File: src/rtl/shift_issue_stage_if.sv
// Issue-side handshake bundle for the shift execute stage: upstream op
// offer (valid/ready + operands), downstream result (valid/ready + data),
// and the pipeline kill. The producer/consumer side uses "master", the
// stage itself uses "slave".
interface shift_issue_if #(
    parameter int XLEN    = 32,
    parameter int SHAMT_W = 5,
    parameter int TAG_W   = 5
) ();
    logic               flush;
    logic               in_valid;
    logic               in_ready;
    logic [1:0]         in_op;
    logic [XLEN-1:0]    in_rs1;
    logic [SHAMT_W-1:0] in_shamt;
    logic [TAG_W-1:0]   in_tag;
    logic               out_valid;
    logic               out_ready;
    logic [XLEN-1:0]    out_result;
    logic [TAG_W-1:0]   out_tag;

    modport master (
        output flush, in_valid, in_op, in_rs1, in_shamt, in_tag, out_ready,
        input  in_ready, out_valid, out_result, out_tag
    );

    modport slave (
        input  flush, in_valid, in_op, in_rs1, in_shamt, in_tag, out_ready,
        output in_ready, out_valid, out_result, out_tag
    );
endinterface

File: src/rtl/shift_issue_stage.sv
// Two-stage execute wrapper around an external combinational left shifter.
// S1 holds the operand (bit-reversed for right shifts), S2 holds the
// post-processed result. Right shifts reuse the left shifter: reverse,
// shift left, reverse back, then OR in a sign-fill mask for SRA.
module shift_issue_stage #(
    parameter int XLEN    = 32,
    parameter int SHAMT_W = 5,
    parameter int TAG_W   = 5
) (
    input  logic               clk,
    input  logic               rst_n,
    shift_issue_if.slave       bus,
    output logic [XLEN-1:0]    shl_a,
    output logic [SHAMT_W-1:0] shl_b,
    input  logic [XLEN-1:0]    shl_out
);
    typedef enum logic [1:0] {
        OP_SLL  = 2'b00,
        OP_SRL  = 2'b01,
        OP_SRA  = 2'b10,
        OP_PASS = 2'b11
    } op_e;

    function automatic logic [XLEN-1:0] bitrev(input logic [XLEN-1:0] v);
        logic [XLEN-1:0] r;
        for (int i = 0; i < XLEN; i++) r[i] = v[XLEN-1-i];
        return r;
    endfunction

    // S1 (operand) registers
    logic               r_s1_valid;
    op_e                r_s1_op;
    logic [XLEN-1:0]    r_s1_a;
    logic [SHAMT_W-1:0] r_s1_shamt;
    logic [TAG_W-1:0]   r_s1_tag;
    logic               r_s1_sign;

    // S2 (result) registers
    logic               r_out_valid;
    logic [XLEN-1:0]    r_out_result;
    logic [TAG_W-1:0]   r_out_tag;

    logic               w_s2_take;
    logic               w_accept;
    logic               w_s1_move;
    op_e                w_in_op;
    logic [XLEN-1:0]    w_in_a;
    logic [XLEN-1:0]    w_sra_mask;
    logic [XLEN-1:0]    w_result;

    // S2 can take a new entry when it is empty or being drained this cycle.
    assign w_s2_take    = !r_out_valid || bus.out_ready;
    assign bus.in_ready = !bus.flush && (!r_s1_valid || w_s2_take);
    assign w_accept     = bus.in_valid && bus.in_ready;
    assign w_s1_move    = r_s1_valid && w_s2_take;

    assign w_in_op = op_e'(bus.in_op);
    assign w_in_a  = (w_in_op == OP_SRL || w_in_op == OP_SRA) ? bitrev(bus.in_rs1) : bus.in_rs1;

    // Shifter operands come only from S1, so a stall keeps them steady.
    assign shl_a = r_s1_a;
    assign shl_b = r_s1_shamt;

    // Top s1_shamt bits set; zero when the amount is zero.
    assign w_sra_mask = ~({XLEN{1'b1}} >> r_s1_shamt);

    assign bus.out_valid  = r_out_valid;
    assign bus.out_result = r_out_result;
    assign bus.out_tag    = r_out_tag;

    // Post-process the shifter output according to the held op.
    always_comb begin
        // NOTE: default first so every path assigns w_result and no latch is inferred.
        w_result = shl_out;
        case (r_s1_op)
            OP_SLL:  w_result = shl_out;
            OP_SRL:  w_result = bitrev(shl_out);
            OP_SRA:  w_result = bitrev(shl_out) | (r_s1_sign ? w_sra_mask : '0);
            OP_PASS: w_result = r_s1_a;
        endcase
    end

    // S1: capture an accepted op; empty out when it moves on or is flushed.
    always_ff @(posedge clk or negedge rst_n) begin
        if (!rst_n) begin
            // NOTE: non-blocking assignments keep every register sampling pre-edge values.
            r_s1_valid <= 1'b0;
            r_s1_op    <= OP_SLL;
            r_s1_a     <= '0;
            r_s1_shamt <= '0;
            r_s1_tag   <= '0;
            r_s1_sign  <= 1'b0;
        end else begin
            if (bus.flush)       r_s1_valid <= 1'b0;
            else if (w_accept)   r_s1_valid <= 1'b1;
            else if (w_s2_take)  r_s1_valid <= 1'b0;

            if (w_accept) begin
                r_s1_op    <= w_in_op;
                r_s1_a     <= w_in_a;
                r_s1_shamt <= bus.in_shamt;
                r_s1_tag   <= bus.in_tag;
                r_s1_sign  <= bus.in_rs1[XLEN-1];
            end
        end
    end

    // S2: load the finished result from S1 whenever S2 is free to take it.
    always_ff @(posedge clk or negedge rst_n) begin
        if (!rst_n) begin
            r_out_valid  <= 1'b0;
            r_out_result <= '0;
            r_out_tag    <= '0;
        end else begin
            if (bus.flush)      r_out_valid <= 1'b0;
            else if (w_s2_take) r_out_valid <= r_s1_valid;

            if (w_s1_move && !bus.flush) begin
                r_out_result <= w_result;
                r_out_tag    <= r_s1_tag;
            end
        end
    end
endmodule

File: src/flat_wrapper.sv
// flat-port wrapper written by rule: the top's interface ports become plain ports
module shift_issue_stage_flat 
#(
    parameter int XLEN    = 32,
    parameter int SHAMT_W = 5,
    parameter int TAG_W   = 5
)
  (clk, rst_n, shl_a, shl_b, shl_out, bus_flush, bus_in_valid, bus_in_op, bus_in_rs1, bus_in_shamt, bus_in_tag, bus_out_ready, bus_in_ready, bus_out_valid, bus_out_result, bus_out_tag);
  shift_issue_if #(.XLEN(XLEN), .SHAMT_W(SHAMT_W), .TAG_W(TAG_W)) bus_i ();
  input  logic clk;
  input  logic rst_n;
  output logic [XLEN-1:0] shl_a;
  output logic [SHAMT_W-1:0] shl_b;
  input  logic [XLEN-1:0] shl_out;
  input wire logic [$bits(bus_i.flush)-1:0] bus_flush;
  input wire logic [$bits(bus_i.in_valid)-1:0] bus_in_valid;
  input wire logic [$bits(bus_i.in_op)-1:0] bus_in_op;
  input wire logic [$bits(bus_i.in_rs1)-1:0] bus_in_rs1;
  input wire logic [$bits(bus_i.in_shamt)-1:0] bus_in_shamt;
  input wire logic [$bits(bus_i.in_tag)-1:0] bus_in_tag;
  input wire logic [$bits(bus_i.out_ready)-1:0] bus_out_ready;
  output wire logic [$bits(bus_i.in_ready)-1:0] bus_in_ready;
  output wire logic [$bits(bus_i.out_valid)-1:0] bus_out_valid;
  output wire logic [$bits(bus_i.out_result)-1:0] bus_out_result;
  output wire logic [$bits(bus_i.out_tag)-1:0] bus_out_tag;
  assign bus_i.flush = bus_flush;
  assign bus_i.in_valid = bus_in_valid;
  assign bus_i.in_op = bus_in_op;
  assign bus_i.in_rs1 = bus_in_rs1;
  assign bus_i.in_shamt = bus_in_shamt;
  assign bus_i.in_tag = bus_in_tag;
  assign bus_i.out_ready = bus_out_ready;
  assign bus_in_ready = bus_i.in_ready;
  assign bus_out_valid = bus_i.out_valid;
  assign bus_out_result = bus_i.out_result;
  assign bus_out_tag = bus_i.out_tag;
  shift_issue_stage #(.XLEN(XLEN), .SHAMT_W(SHAMT_W), .TAG_W(TAG_W)) u_core (.clk(clk), .rst_n(rst_n), .bus(bus_i), .shl_a(shl_a), .shl_b(shl_b), .shl_out(shl_out));
endmodule
File: config.mk
export PLATFORM = sky130hd
export DESIGN_NAME = shift_issue_stage_flat
export DESIGN_NICKNAME = d
export VERILOG_FILES = /design/src/rtl/shift_issue_stage_if.sv /design/src/rtl/shift_issue_stage.sv /design/src/flat_wrapper.sv
export SDC_FILE = /design/constraint.sdc
export NUM_CORES = 1
export LEC_CHECK = 0
export ABC_AREA = 1
export CAP_MARGIN = 20
export CORE_AREA = 2 2 101 103
export DETAILED_ROUTE_END_ITERATION = 10
export DIE_AREA = 0 0 103 105
export GPL_TIMING_DRIVEN = 0
export PLACE_DENSITY = 0.88
export SETUP_SLACK_MARGIN = 0.4
export SLEW_MARGIN = 20
export SYNTH_ARGS = -nofsm -noshare
export SYNTH_HDL_FRONTEND = slang
export SYNTH_SLANG_ARGS = --single-unit
File: constraint.sdc
create_clock -name clk -period 3.5 [get_ports clk]
set_clock_uncertainty 0.2 [all_clocks]
set_input_delay 0.525 -clock clk [delete_from_list [all_inputs] [get_ports clk]]
set_output_delay 0.525 -clock clk [all_outputs]
set_load 0.05 [all_outputs]
==> qor.txt <==
status: completed
DRT iter0 DRCs: 317
commonest non-fill, non-tap cell in the layout: nand2_1
Final period util: 80.5%
Fmax achieved: 355 MHz
vias in the first global route: 4777
fin nets: 954
num rows: 36
via count: 5214
Vias/cell: 5.16
clk slew on worst S/H paths: 0.09 ns
GRT Overall Usage: 29.1%
hold path cells: 2
Leakage: 3.26 nW
P&R area growth vs syn: 40.8%
Num CTS Buffers: 9
clk buf depth: 2
CP Data Arrival Time: 2.09 ns
Worst Reg-to-Reg Cells: 7
total routed wirelength: 15.4 mm
crit path launch: bus_out_ready
fillcell total: 819
root buffer cell: clkbuf_8
R2R Setup Slk: 1.62 ns
Final Non-Filler Cells: 1011
Mapped Nets: 785
end of the critical path: bus_in_ready
die footprint: 0.0108 mm²
Worst Setup End Kind: output port
layout cell share with drive strength beyond 1: 6.61%
n_diodes: 0
Seq/Total Area, Yosys: 44.1%
Max VDD drop: 0.279 mV
drc violations: 0
Port Buffers: 156
clock sinks: 84
area of the multi-input gates: 0.00219 mm²
die width: 103 µm
wire per inst: 15.3 µm
mapped cell area: 0.00476 mm²
DR pass1 iterations: 5
initial antenna violation count: 0
Min-Delay Path Class: flop to flop
Worst EP required: 2.77 ns
largest net degree at the start of global routing: 44
#FFs+latches synth: 84
Tmin final: 2.82 ns
final setup fails: 0
R2R Path End: u_core.r_s1_op[0]
worst slew pin tran: 0.554 ns
routability cong.: 0.970
Netlist cell types: 22
htree depth: 3
FF-to-FF Start: u_core.bus.out_valid
Crit Path Max Fanout: 3
Power per Cell Area: 557 mW/mm²
unrepaired setup endpoints after global routing: no
Max-slew headroom: 62.9%
Post-DRT Antenna Nets: 0
DP Wirelength: 12.0 mm
Overflow after GRT: 0
Startpoint Class: primary input
Clk Latency, worst-skew pair: 0.37 ns
register area: 0.00210 mm²
CTS tree: yes
Crit Path Class: primary input to output port
starting density of the core: 49.4%
Final Hold Fails: 0
hold_sp: u_core.bus.out_result[25]
first-pass GRT wire length: 24.2 mm
Syn Inst Count: 704
MaxCap Viol Count: 0
Placed Instances: 994
syn avg cell area: 6.77 µm²
Die Height: 105 µm
post-cts resize count: 0
Ports: 157
Hold Slack: 0.285 ns
max-slew violations: 0
most frequent cells in the layout: nand2_1 (262), clkdlybuf4s50_1 (155), o21ai_0 (95), dfrtp_1 (84), inv_1 (76)
Yosys warnings: 0
Power Total: 3.73 mW
Core Region: 0.00964 mm²
==> routing by layer <==
layer,global-route usage (%),vias up,wire (µm)
li1,-,2537,-
met1,43.6,2358,6830
met4,9.40,0,342
met2,42.5,291,6880
met3,4.95,28,1370
met5,0,-,0
==> registers in the layout, summed over array words and instances (netlist names) <==
register and count:
u_core.bus.out_valid 1, u_core.r_s1_op 2, u_core.bus.out_result 32, u_core.r_s1_tag 5, u_core.shl_a 32, u_core.r_s1_valid 1
u_core.shl_b 5, u_core.bus.out_tag 5, u_core.r_s1_sign 1
==> worst min-delay path by stage <==
stage	slack, ns	to
after floorplan	0.03	u_core.bus.out_result[0]
after global placement	0.26	u_core.bus.out_result[18]
after detailed placement	0.26	u_core.bus.out_result[22]
after CTS	0.29	u_core.bus.out_result[25]
after global routing	0.31	u_core.bus.out_result[27]
final	0.28	u_core.bus.out_result[25]
==> cell families after synthesis <==
logic type / Yosys count / share of synthesized area [%]
compound gates: 145 / 15.6
flops: 84 / 44.1
buf+inv: 117 / 9.90
xor+xnor: 1 / 0.342
simple gates: 357 / 30.0
==> power by group <==
group / internal [mW] / total, mW / switching [mW]
sequential: 1.16 / 1.29 / 0.128
combinational: 0.574 / 1.75 / 1.18
clock: 0.276 / 0.694 / 0.418
total: 2.01 / 3.73 / 1.72
==> critical path: stages <==
cell and delay, ns:
clkdlybuf4s50_1 0.39, nor2_1 0.22, nand2_1 0.11, nand2_1 0.10
inv_1 0.04, clkdlybuf4s50_1 0.69
==> per-stage QoR <==
step                cell area [µm²]  worst slack [ns]  TNS, ns  util [%]
global route                   6710             0.614        0      69.6
global placement               6490             -1.21  -101.47      67.3
floorplan                      4760              1.54        0         -
detailed placement             6510             0.680        0      67.5
CTS                            6710             0.682        0      69.6
finish                         6710             0.684        0      69.6
==> cells in the mapped netlist, drive strengths merged <==
master	instances	area, µm²
a21oi	31	155
buf	21	110
clkbuf	14	53.8
dfrtp	84	2100
inv	82	308
nand2	264	996
nand3	29	145
nor2	48	193
nor3	2	10.0
o211ai	4	30.0
o21ai	108	541
o21bai	1	7.51
o22a	1	8.76
or2	14	87.6
xnor2	1	16.3
==> timing repair <==
item                                    in CTS  in global routing
setup buffers                                0                  0
hold endpoints to repair                    41                  0
endpoints found under the setup margin       0                  0
hold buffers                                 1                  0
==> final cells by class <==
type,count,area share (%)
Clock inverter,7,0.951
Inverter,82,4.59
Sequential cell,84,31.3
Tap cell,133,2.48
Clock buffer,9,1.85
Buffer,35,2.44
Timing Repair Buffer,158,23.7
Multi-Input combinational cell,503,32.6
Note: power is estimated with default switching activity, not from simulation.
